**config.mk**
```make
export PLATFORM = sky130hd
export DESIGN_NAME = cache_mem_arbiter_flat
export DESIGN_NICKNAME = d
export VERILOG_FILES = /design/src/rtl/cache_mem_arbiter_if.sv /design/src/rtl/cache_mem_arbiter.sv /design/src/flat_wrapper.sv
export SDC_FILE = /design/constraint.sdc
export NUM_CORES = 1
export LEC_CHECK = 0
export CAP_MARGIN = 30
export CORE_AREA = 5 5 164 166
export DETAILED_ROUTE_END_ITERATION = 10
export DIE_AREA = 0 0 169 171
export PLACE_DENSITY = 0.54
export SETUP_SLACK_MARGIN = 0.15
export SKIP_CTS_REPAIR_TIMING = 1
export SLEW_MARGIN = 0
export SYNTH_ARGS = -nofsm -noshare
export SYNTH_HDL_FRONTEND = slang
export SYNTH_SLANG_ARGS = --single-unit
```
**constraint.sdc**
```tcl
create_clock -name CLK -period 1.7 [get_ports CLK]
set_input_delay 0.255 -clock CLK [delete_from_list [all_inputs] [get_ports CLK]]
set_output_delay 0.255 -clock CLK [all_outputs]
set_load 0.01 [all_outputs]
```
**src/rtl/cache_mem_arbiter_if.sv**
```systemverilog
// Cache-side and RAM-side signal bundle for cache_mem_arbiter.
// slave = the arbiter, master = caches plus RAM model driving the other side.
interface cache_mem_arbiter_if #(
  parameter int CPUS = 2
);
  logic [CPUS-1:0]       iREN;
  logic [CPUS-1:0][31:0] iaddr;
  logic [CPUS-1:0]       dREN;
  logic [CPUS-1:0]       dWEN;
  logic [CPUS-1:0][31:0] daddr;
  logic [CPUS-1:0][31:0] dstore;
  logic [CPUS-1:0]       iwait;
  logic [CPUS-1:0]       dwait;
  logic [CPUS-1:0][31:0] iload;
  logic [CPUS-1:0][31:0] dload;
  logic                  ramREN;
  logic                  ramWEN;
  logic [31:0]           ramaddr;
  logic [31:0]           ramstore;
  logic [1:0]            ramstate;
  logic [31:0]           ramload;

  modport slave (
    input  iREN, iaddr, dREN, dWEN, daddr, dstore, ramstate, ramload,
    output iwait, dwait, iload, dload, ramREN, ramWEN, ramaddr, ramstore
  );

  modport master (
    output iREN, iaddr, dREN, dWEN, daddr, dstore, ramstate, ramload,
    input  iwait, dwait, iload, dload, ramREN, ramWEN, ramaddr, ramstore
  );
endinterface

```
**src/rtl/cache_mem_arbiter.sv**
```systemverilog
// Serialises I/D cache requests from CPUS cores onto a single RAM port.
// Writes beat reads beat fetches; round-robin across cores within a kind.
module cache_mem_arbiter #(
  parameter int CPUS = 2
) (
  input logic                CLK,
  input logic                nRST,
  cache_mem_arbiter_if.slave bus
);
  localparam int CW = (CPUS > 1) ? $clog2(CPUS) : 1;
  localparam logic [1:0] RS_ACCESS = 2'd2;
  localparam logic [1:0] RS_ERROR  = 2'd3;

  typedef enum logic {IDLE, SERVE} state_t;
  typedef enum logic [1:0] {K_DW = 2'd0, K_DR = 2'd1, K_IR = 2'd2} kind_t;

  typedef struct packed {
    kind_t         kind;
    logic [CW-1:0] core;
  } grant_t;

  state_t        state_q, state_d;
  grant_t        gnt_q, gnt_d;
  logic [CW-1:0] rr_q, rr_d;

  logic [CPUS-1:0] wr_m, rd_m, if_m;
  logic            live, done;
  logic            ram_ren, ram_wen;
  logic [31:0]     ram_addr, ram_store;

  // First requester at or after ptr, wrapping; m is known non-zero by the caller.
  function automatic logic [CW-1:0] rr_pick(input logic [CPUS-1:0] m,
                                            input logic [CW-1:0]   ptr);
    logic [CW-1:0] r;
    logic [CW-1:0] j;
    logic          found;
    r     = '0;
    j     = ptr;
    found = 1'b0;
    for (int i = 0; i < CPUS; i++) begin
      if (!found && m[j]) begin
        found = 1'b1;
        r     = j;
      end
      j = (j == CW'(CPUS - 1)) ? '0 : j + 1'b1;
    end
    return r;
  endfunction

  // A core asserting both dWEN and dREN competes only as a writer.
  assign wr_m = bus.dWEN;
  assign rd_m = bus.dREN & ~bus.dWEN;
  assign if_m = bus.iREN;

  always_comb begin
    live = 1'b0;
    case (gnt_q.kind)
      K_DW:    live = bus.dWEN[gnt_q.core];
      K_DR:    live = bus.dREN[gnt_q.core];
      K_IR:    live = bus.iREN[gnt_q.core];
      default: live = 1'b0;
    endcase
  end

  // RAM side follows the granted core's live address/data; nothing is latched.
  always_comb begin
    ram_ren   = 1'b0;
    ram_wen   = 1'b0;
    ram_addr  = '0;
    ram_store = '0;
    done      = 1'b0;
    if (state_q == SERVE && live) begin
      case (gnt_q.kind)
        K_DW: begin
          ram_wen   = 1'b1;
          ram_addr  = bus.daddr[gnt_q.core];
          ram_store = bus.dstore[gnt_q.core];
        end
        K_DR: begin
          ram_ren   = 1'b1;
          ram_addr  = bus.daddr[gnt_q.core];
          ram_store = bus.dstore[gnt_q.core];
        end
        default: begin
          ram_ren  = 1'b1;
          ram_addr = bus.iaddr[gnt_q.core];
        end
      endcase
      done = (bus.ramstate == RS_ACCESS) || (bus.ramstate == RS_ERROR);
    end
  end

  assign bus.ramREN   = ram_ren;
  assign bus.ramWEN   = ram_wen;
  assign bus.ramaddr  = ram_addr;
  assign bus.ramstore = ram_store;

  always_comb begin
    state_d = state_q;
    gnt_d   = gnt_q;
    rr_d    = rr_q;
    case (state_q)
      IDLE: begin
        if (|wr_m) begin
          gnt_d   = '{kind: K_DW, core: rr_pick(wr_m, rr_q)};
          state_d = SERVE;
        end else if (|rd_m) begin
          gnt_d   = '{kind: K_DR, core: rr_pick(rd_m, rr_q)};
          state_d = SERVE;
        end else if (|if_m) begin
          gnt_d   = '{kind: K_IR, core: rr_pick(if_m, rr_q)};
          state_d = SERVE;
        end
      end
      SERVE: begin
        // A dropped request is an abort: back to IDLE without touching rr.
        if (!live) begin
          state_d = IDLE;
        end else if (done) begin
          state_d = IDLE;
          rr_d    = (gnt_q.core == CW'(CPUS - 1)) ? '0 : gnt_q.core + 1'b1;
        end
      end
      default: state_d = IDLE;
    endcase
  end

  always_ff @(posedge CLK or negedge nRST) begin
    if (!nRST) begin
      state_q <= IDLE;
      gnt_q   <= '0;
      rr_q    <= '0;
    end else begin
      state_q <= state_d;
      gnt_q   <= gnt_d;
      rr_q    <= rr_d;
    end
  end

  // Only the granted port sees wait=0, and only in its completion cycle.
  always_comb begin
    bus.iwait = '1;
    bus.dwait = '1;
    bus.iload = '0;
    bus.dload = '0;
    if (done) begin
      if (gnt_q.kind == K_IR) begin
        bus.iwait[gnt_q.core] = 1'b0;
        bus.iload[gnt_q.core] = bus.ramload;
      end else begin
        bus.dwait[gnt_q.core] = 1'b0;
        bus.dload[gnt_q.core] = bus.ramload;
      end
    end
  end
endmodule
```
**src/flat_wrapper.sv**
```systemverilog
// flat-port wrapper written by rule: the top's interface ports become plain ports
module cache_mem_arbiter_flat 
#(
  parameter int CPUS = 2
)
  (CLK, nRST, bus_iREN, bus_iaddr, bus_dREN, bus_dWEN, bus_daddr, bus_dstore, bus_ramstate, bus_ramload, bus_iwait, bus_dwait, bus_iload, bus_dload, bus_ramREN, bus_ramWEN, bus_ramaddr, bus_ramstore);
  cache_mem_arbiter_if #(.CPUS(CPUS)) bus_i ();
  input logic CLK;
  input logic nRST;
  input wire logic [$bits(bus_i.iREN)-1:0] bus_iREN;
  input wire logic [$bits(bus_i.iaddr)-1:0] bus_iaddr;
  input wire logic [$bits(bus_i.dREN)-1:0] bus_dREN;
  input wire logic [$bits(bus_i.dWEN)-1:0] bus_dWEN;
  input wire logic [$bits(bus_i.daddr)-1:0] bus_daddr;
  input wire logic [$bits(bus_i.dstore)-1:0] bus_dstore;
  input wire logic [$bits(bus_i.ramstate)-1:0] bus_ramstate;
  input wire logic [$bits(bus_i.ramload)-1:0] bus_ramload;
  output wire logic [$bits(bus_i.iwait)-1:0] bus_iwait;
  output wire logic [$bits(bus_i.dwait)-1:0] bus_dwait;
  output wire logic [$bits(bus_i.iload)-1:0] bus_iload;
  output wire logic [$bits(bus_i.dload)-1:0] bus_dload;
  output wire logic [$bits(bus_i.ramREN)-1:0] bus_ramREN;
  output wire logic [$bits(bus_i.ramWEN)-1:0] bus_ramWEN;
  output wire logic [$bits(bus_i.ramaddr)-1:0] bus_ramaddr;
  output wire logic [$bits(bus_i.ramstore)-1:0] bus_ramstore;
  assign bus_i.iREN = bus_iREN;
  assign bus_i.iaddr = bus_iaddr;
  assign bus_i.dREN = bus_dREN;
  assign bus_i.dWEN = bus_dWEN;
  assign bus_i.daddr = bus_daddr;
  assign bus_i.dstore = bus_dstore;
  assign bus_i.ramstate = bus_ramstate;
  assign bus_i.ramload = bus_ramload;
  assign bus_iwait = bus_i.iwait;
  assign bus_dwait = bus_i.dwait;
  assign bus_iload = bus_i.iload;
  assign bus_dload = bus_i.dload;
  assign bus_ramREN = bus_i.ramREN;
  assign bus_ramWEN = bus_i.ramWEN;
  assign bus_ramaddr = bus_i.ramaddr;
  assign bus_ramstore = bus_i.ramstore;
  cache_mem_arbiter #(.CPUS(CPUS)) u_core (.CLK(CLK), .nRST(nRST), .bus(bus_i));
endmodule
```
==> results of run 1 <==
==> sequential cells by signal, indices dropped and copies added (netlist names) <==
signal and count:
u_core.state_q 1, u_core.rr_q 1, u_core.gnt_q 3
==> per-layer routing <==
layer	GRT usage, %	share of wire, %	up-vias
met1	12.77	36	2003
met5	0	0	-
met3	4.113	9.0	32
met4	1.960	2.7	0
li1	-	-	2156
met2	25.04	52	290
==> per-stage QoR <==
stage / util [%] / total power [W] / cell area, um^2 / hold slack, ns / TNS [ns]
2_1_floorplan: - / 0.003316 / 2818 / -0.04059 / -1.428
3_3_place_gp: 30.33 / 0.006614 / 7725 / 0.5084 / -154.76
3_5_place_dp: 30.33 / 0.006610 / 7725 / 0.5096 / -157.48
4_1_cts: 30.64 / 0.007020 / 7804 / 0.2694 / -175.16
5_1_grt: 33.79 / 0.008030 / 8605 / 0.2912 / -121.22
6_report: 33.79 / 0.007541 / 8605 / 0.2631 / -110.98
==> worst min-delay path by stage <==
stage / start / end / slack, ns
2_1_floorplan: nRST / u_core.gnt_q[0]$_DFFE_PN0P_ / -0.04
3_3_place_gp: nRST / u_core.state_q$_DFF_PN0_ / 0.51
3_5_place_dp: nRST / u_core.gnt_q[0]$_DFFE_PN0P_ / 0.51
4_1_cts: nRST / u_core.rr_q$_DFFE_PN0P_ / 0.27
5_1_grt: nRST / u_core.rr_q$_DFFE_PN0P_ / 0.29
6_report: nRST / u_core.rr_q$_DFFE_PN0P_ / 0.26
==> power breakdown <==
| part | switching [W] | internal (W) | total, W |
|---|---|---|---|
| sequential | 0.0000828 | 0.000185 | 0.000268 |
| combinational | 0.00314 | 0.00373 | 0.00687 |
| clock | 0.0000887 | 0.000312 | 0.000401 |
| total | 0.00332 | 0.00423 | 0.00754 |
==> cell families (layout without fill, tap and decap cells) <==
family                 count (synthesis)  count (layout)  synth area share, %
and+or+nand+nor                      199             199                42.21
muxes                                 85              85                38.65
buffers and inverters                 38             507                6.796
AOI/OAI and AO/OA                     29              29                7.721
DFF                                    5               5                4.623
==> cell type report <==
type                            count  area, um^2  share of cell area, %
Clock buffer                        4       78.83                 0.9161
Tap cell                          335       419.2                  4.871
Multi-Input combinational cell    313        2778                  32.28
Timing Repair Buffer              497        5170                  60.08
Inverter                            6       30.03                 0.3490
Sequential cell                     5       128.9                  1.498
==> layout by cell type (no fill, tap or decap), types with 6 or more instances in the layout <==
cell type | synthesis | layout
o22ai_1 | 17 | 14
clkdlybuf4s50_1 | 0 | 232
buf_2 | 12 | 6
clkbuf_16 | 0 | 13
buf_4 | 4 | 39
dlymetal6s2s_1 | 0 | 53
and2_1 | 128 | 34
buf_12 | 0 | 12
buf_6 | 1 | 100
nor2_1 | 40 | 35
mux2i_1 | 67 | 67
nand2_1 | 6 | 6
mux4_2 | 15 | 15
clkbuf_2 | 3 | 43
and2_4 | 0 | 94
nor2b_1 | 16 | 15
==> results by group, run 1 <==
Run status
  – Status: finished, violations left
  – Violated checks: negative setup slack

Place
  – Detailed Place HPWL: 18500 um
  – Dpl ws: -0.8960 ns
  – Count of buffers inserted at the top-level ports: 430
  – Placed instance count: 1129
  – Placer's final routability congestion estimate: 0.8495

STA
  – Final number of setup-violating endpoints: 199
  – RSZ-0062 raised after global routing: true
  – Clock tree skew after final layout: 0.001494 ns
  – Setup WS post-layout: -0.6503 ns
  – Clock period minus worst slack: 2.350 ns
  – Max-slew violations: 0
  – Period utilization: 138.3%
  – Normalized max-slew margin: 68.22%
  – Tightest Pin Transition: 0.4634 ns
  – Final count of hold timing violations: 0
  – Maximum clock frequency: 0.4255 GHz

Drt
  – DRT Pass-1 Iters: 4
  – Via-per-instance ratio: 3.863
  – Detail Route Antenna Nets: 0
  – DRC Markers: 0
  – Routed vias: 4481
  – Routed wirelength normalized by instance count: 20.16 um
  – Violation count after the first detailed-routing iteration: 158
  – Post-detailed-routing wire length: 23390 um

Global routing
  – Final global-route overflow total: 0
  – Maximum number of pins on one net before global-route repair: 34
  – Global router's overall resource usage: 12.51%
  – Vias in the first global route: 4432
  – Initial antenna violation count: 1
  – First-pass GRT wire length: 27740 um

Floorplanning
  – Number of cell rows: 59
  – Initial Util: 10.63%
  – Vertical extent of the die: 171 um
  – # IOs: 432
  – Die footprint: 0.02890 mm^2
  – Horizontal die dimension: 169 um
  – Core Footprint: 0.02547 mm^2

Clock tree
  – CTS H-tree lvls: 1
  – Cts bufs inserted: 3
  – Worst-Skew Late Latency: 0.23 ns
  – Maximum buffer depth of the clock tree: 2
  – CTS tree: yes
  – CTS clock-pin slew for the worst setup and hold paths: 0.03 ns
  – Clk root buf: clkbuf_16
  – Clock net sink count: 5

Synthesis
  – Cell taking the most area after synthesis: and2_1
  – Most common flop cell mapped by yosys: dfrtp_1
  – Top cells by instance count after synthesis: and2_1 (128), mux2i_1 (67), nor2_1 (40)
  – Mean area per synthesized cell: 7.602 um^2
  – Netlist cell types: 31
  – Syn nets: 590
  – Fraction of the yosys area taken by sequential cells: 4.623%
  – Most numerous cell in the Yosys netlist: and2_1
  – Count of mapped cells out of synthesis: 356
  – Proportion of netlist area held by the largest area contributor: 29.59%
  – Async SR Flop Fraction: 100.0%
  – Cells taking the most area after synthesis: and2_1 (30%), mux2i_1 (25%), mux4_2 (12%)
  – Yosys warns: 0
  – Number of synthesized register bits: 5
  – Synthesized cell area: 0.002706 mm^2
  – Number of flops mapped to enable cells by yosys: 0

Setup path
  – Reg2reg setup slack: -0.01 ns
  – Worst-path cell with the longest stage delay: dfrtp_4
  – Logic depth of the worst register-to-register path: 6
  – Category of the worst setup path capture point: output pin
  – Data arrival at the endpoint of the critical path: 2.10 ns
  – Worst Setup Path Type: reg2out
  – Largest stage delay, worst path: 0.52 ns
  – R2r endpoint: u_core.state_q$_DFF_PN0_
  – Startpoint type of the worst setup path: register
  – Launch instance of the worst register-to-register path: u_core.gnt_q[0]$_DFFE_PN0P_
  – Largest delay contributor family on the critical path: flip-flops
  – Ordered list of cells on the worst path: mux2_4 -> a22oi_4 -> buf_4 -> nor3_4 -> buf_12 -> and2_4 -> dlymetal6s2s_1
  – Worst-path maximum fanout: 33
  – Total number of cells along the worst setup path: 7
  – Worst endpoint required time: 1.44 ns
  – Crit path buf inv count: 3
  – Capture point of the critical path: bus_dload[23]
  – Setup crit start: u_core.gnt_q[0]$_DFFE_PN0P_

Finish
  – Post-layout net count: 1060
  – Post-route non-filler standard cell count: 1160
  – Fillers: 2701
  – Share of layout cells above drive strength 1: 42.42%
  – Area growth from synthesis to layout: 217.9%
  – Number of diodes: 0

Power
  – Power per cell area: 876.4 mW/mm^2
  – Worst supply voltage drop on vdd: 0.0004980 V
  – Leakage Power: 4.590 nW

Run
  – Max-cap violations: 0

Worst hold path
  – Class of the tightest hold or removal check: in2async
Note: power is estimated with default switching activity, not from simulation.
==> run 2, diff against run 1 <==
--- a/config.mk
+++ b/config.mk
@@ -11,7 +11,6 @@
 export DIE_AREA = 0 0 169 171
 export PLACE_DENSITY = 0.54
 export SETUP_SLACK_MARGIN = 0.15
-export SKIP_CTS_REPAIR_TIMING = 1
 export SLEW_MARGIN = 0
 export SYNTH_ARGS = -nofsm -noshare
 export SYNTH_HDL_FRONTEND = slang
==> run 2 against run 1 <==
Global-route usage is 0.37 points higher. Design area rose by 2.4%. Combinational power is 14% higher. First-iteration DRC count shrank 0.63%. Maximum frequency fell by 2.9%. Clock power hardly changed. Die area unchanged. Highest routed layer unchanged. The run still ends with negative setup slack left.
==> results by group, run 2 (same netlist as run 1, synthesis figures left out) <==
STA
  – RSZ-0062 raised after global routing: true
  – Maximum clock frequency: 0.4131 GHz
  – Clock period minus worst slack: 2.421 ns
  – Final number of setup-violating endpoints: 200
  – Period utilization: 142.4%
  – Final count of hold timing violations: 0
  – Max-slew violations: 0
  – Worst hold slack: 0.2669 ns
  – Normalized max-slew margin: 66.82%
  – Clock tree skew after final layout: 0.001964 ns
  – Setup WS post-layout: -0.7207 ns
  – Tightest Pin Transition: 0.4839 ns

Clock tree
  – Maximum buffer depth of the clock tree: 2
  – Cts bufs inserted: 3
  – Clock net sink count: 5
  – Clk root buf: clkbuf_16
  – Number of hold buffers added after CTS: 0
  – CTS H-tree lvls: 1
  – Worst-Skew Late Latency: 0.23 ns
  – CTS tree: yes
  – CTS clock-pin slew for the worst setup and hold paths: 0.03 ns

Setup path
  – Crit-path most repeated cell: buf_6
  – Category of the worst setup path capture point: output pin
  – Worst-path maximum fanout: 8
  – Startpoint type of the worst setup path: register
  – Worst endpoint required time: 1.44 ns
  – Ordered list of cells on the worst path: mux2_4 -> a22oi_4 -> buf_6 -> buf_6 -> nor3_4 -> buf_12 -> clkbuf_16 -> and2_4 -> buf_6
  – Setup crit start: u_core.gnt_q[0]$_DFFE_PN0P_
  – Launch instance of the worst register-to-register path: u_core.gnt_q[0]$_DFFE_PN0P_
  – Data arrival at the endpoint of the critical path: 2.17 ns
  – Largest stage delay, worst path: 0.52 ns
  – Worst-path cell with the longest stage delay: dfrtp_4
  – Worst Setup Path Type: reg2out

Place
  – Placed instance count: 1129
  – Count of buffers inserted at the top-level ports: 430
  – Placer's final routability congestion estimate: 0.8495
  – Detailed Place HPWL: 18500 um

Run
  – Max-cap violations: 0

Finish
  – Largest reg by FF count: u_core.gnt_q
  – Largest registers in the final layout: u_core.gnt_q x3, u_core.rr_q x1, u_core.state_q x1
  – Highest-count cells in the layout ignoring fill and taps: clkdlybuf4s50_1 (232), buf_6 (132), and2_4 (85), mux2i_1 (66), and2_1 (43)
  – Flip-flop count of the largest register, all copies and words added: 3
  – Share of layout cells above drive strength 1: 51.65%
  – Most common cell after layout, fill and taps aside: clkdlybuf4s50_1
  – Area growth from synthesis to layout: 225.6%
  – Post-route non-filler standard cell count: 1181
  – Post-layout net count: 1081
  – Number of diodes: 0

Drt
  – Violation count after the first detailed-routing iteration: 157
  – Post-detailed-routing wire length: 23360 um
  – Detail Route Antenna Nets: 0
  – DRT Pass-1 Iters: 4
  – DRC Markers: 0
  – Via-per-instance ratio: 3.886
  – Routed vias: 4589
  – Routed wirelength normalized by instance count: 19.78 um

Global routing
  – Vias in the first global route: 4588
  – First-pass GRT wire length: 28650 um
  – Initial antenna violation count: 1
  – Maximum number of pins on one net before global-route repair: 34
  – Final global-route overflow total: 0
  – Global router's overall resource usage: 12.88%

Power
  – Relative contribution of the clock network to total power: 4.7%
  – Worst supply voltage drop on vdd: 0.0005606 V
  – Power per cell area: 966.3 mW/mm^2
  – Net Sw Power: 0.003669 W
  – Internal cell power: 0.004846 W
  – Combinational group share of total power: 92.0%
  – Switching power as a share of total power: 43.09%
  – Leakage Power: 4.039 nW
  – Sequential power share: 3.3%

Floorplanning
  – Die footprint: 0.02890 mm^2
  – # IOs: 432
  – Vertical extent of the die: 171 um
  – Horizontal die dimension: 169 um
  – Core Footprint: 0.02547 mm^2
  – Number of cell rows: 59
  – Initial Util: 10.63%

Run status
  – Status: finished, violations left
  – Violated checks: negative setup slack

Worst hold path
  – Class of the tightest hold or removal check: in2async
run 2: changes by cell type in the layout (fill, tap and decap cells not counted), moves of 14 or more:
cell / previous run / this run
dlymetal6s2s_1: 53 / 5
o22ai_1: 14 / 0
buf_6: 100 / 132
buf_2: 6 / 36
nor2_1: 35 / 13
run 2: final cells by class:
| type | instances | area (um^2) |
|---|---|---|
| fill | 2683 | 16660 |
| inverter | 6 | 30.03 |
| timing repair buffer | 518 | 5192 |
| multi-input combinational | 313 | 2962 |
| clock buffer | 4 | 78.83 |
| tap | 335 | 419.2 |
| sequential | 5 | 130.1 |
run 2: power groups by stage:
stage	sequential, W	combinational [W]	clock (W)
floorplan	0.000215	0.00310	0
global placement	0.000264	0.00635	0
detailed placement	0.000260	0.00635	0
CTS	0.000266	0.00664	0.000400
global route	0.000290	0.00831	0.000402
finish	0.000281	0.00783	0.000400
run 2: timing repair:
action | CTS | global route
pin swaps | 18 | 23
gates cloned | 2 | 11
buffers inserted | 16 | 19
endpoints found under the setup margin | 201 | 202
endpoints found under the hold margin | 0 | 0
resized for setup | 318 | 590
run 2: worst paths after layout:
kind | endpoint | slack, ns | cells past startpoint
worst max-delay path | bus_dload[11] | -0.72 | 9
worst min-delay path | u_core.rr_q$_DFFE_PN0P_ | 0.27 | 1
worst max register to register | u_core.state_q$_DFF_PN0_ | -0.15 | 8
worst min register to register | u_core.rr_q$_DFFE_PN0P_ | 0.59 | 2
max in group asynchronous | u_core.gnt_q[0]$_DFFE_PN0P_ | 1.19 | 1
min in group CLK | u_core.rr_q$_DFFE_PN0P_ | 0.59 | 2
run 2: per-layer routing:
metal / share of wire, % / wire (um) / global-route usage (%)
met1: 36 / 8431 / 13.30
met2: 53 / 12370 / 25.75
met3: 9.1 / 2120 / 4.043
met4: 1.9 / 439 / 1.995
met5: 0 / 0 / 0
run 2: critical path: cells and delay by family, from the launching register on:
| family | cells | cell delay (ns) |
|---|---|---|
| and+or+nand+nor | 2 | 0.20 |
| buffers and inverters | 5 | 0.65 |
| muxes | 1 | 0.33 |
| AOI/OAI and AO/OA | 1 | 0.22 |
| DFF | 1 | 0.52 |
run 2: stage by stage:
| step | setup WS [ns] | total power, W | utilization (%) | TNS, ns | area (um^2) |
|---|---|---|---|---|---|
| floorplan | -0.04333 | 0.003316 | - | -1.428 | 2818 |
| global placement | -0.8684 | 0.006614 | 30.33 | -154.76 | 7725 |
| finish | -0.7207 | 0.008515 | 34.60 | -116.90 | 8812 |
| detailed placement | -0.8960 | 0.006610 | 30.33 | -157.48 | 7725 |
| CTS | -0.8959 | 0.007304 | 30.76 | -146.29 | 7834 |
| global route | -0.7705 | 0.009003 | 34.60 | -126.79 | 8812 |
==> run 3, diff against run 2 <==
--- a/config.mk
+++ b/config.mk
@@ -5,7 +5,7 @@
 export SDC_FILE = /design/constraint.sdc
 export NUM_CORES = 1
 export LEC_CHECK = 0
-export CAP_MARGIN = 30
+export CAP_MARGIN = 5
 export CORE_AREA = 5 5 164 166
 export DETAILED_ROUTE_END_ITERATION = 10
 export DIE_AREA = 0 0 169 171
==> results of run 3 <==
Final layout, timing and power as in run 2 (identical DEF).
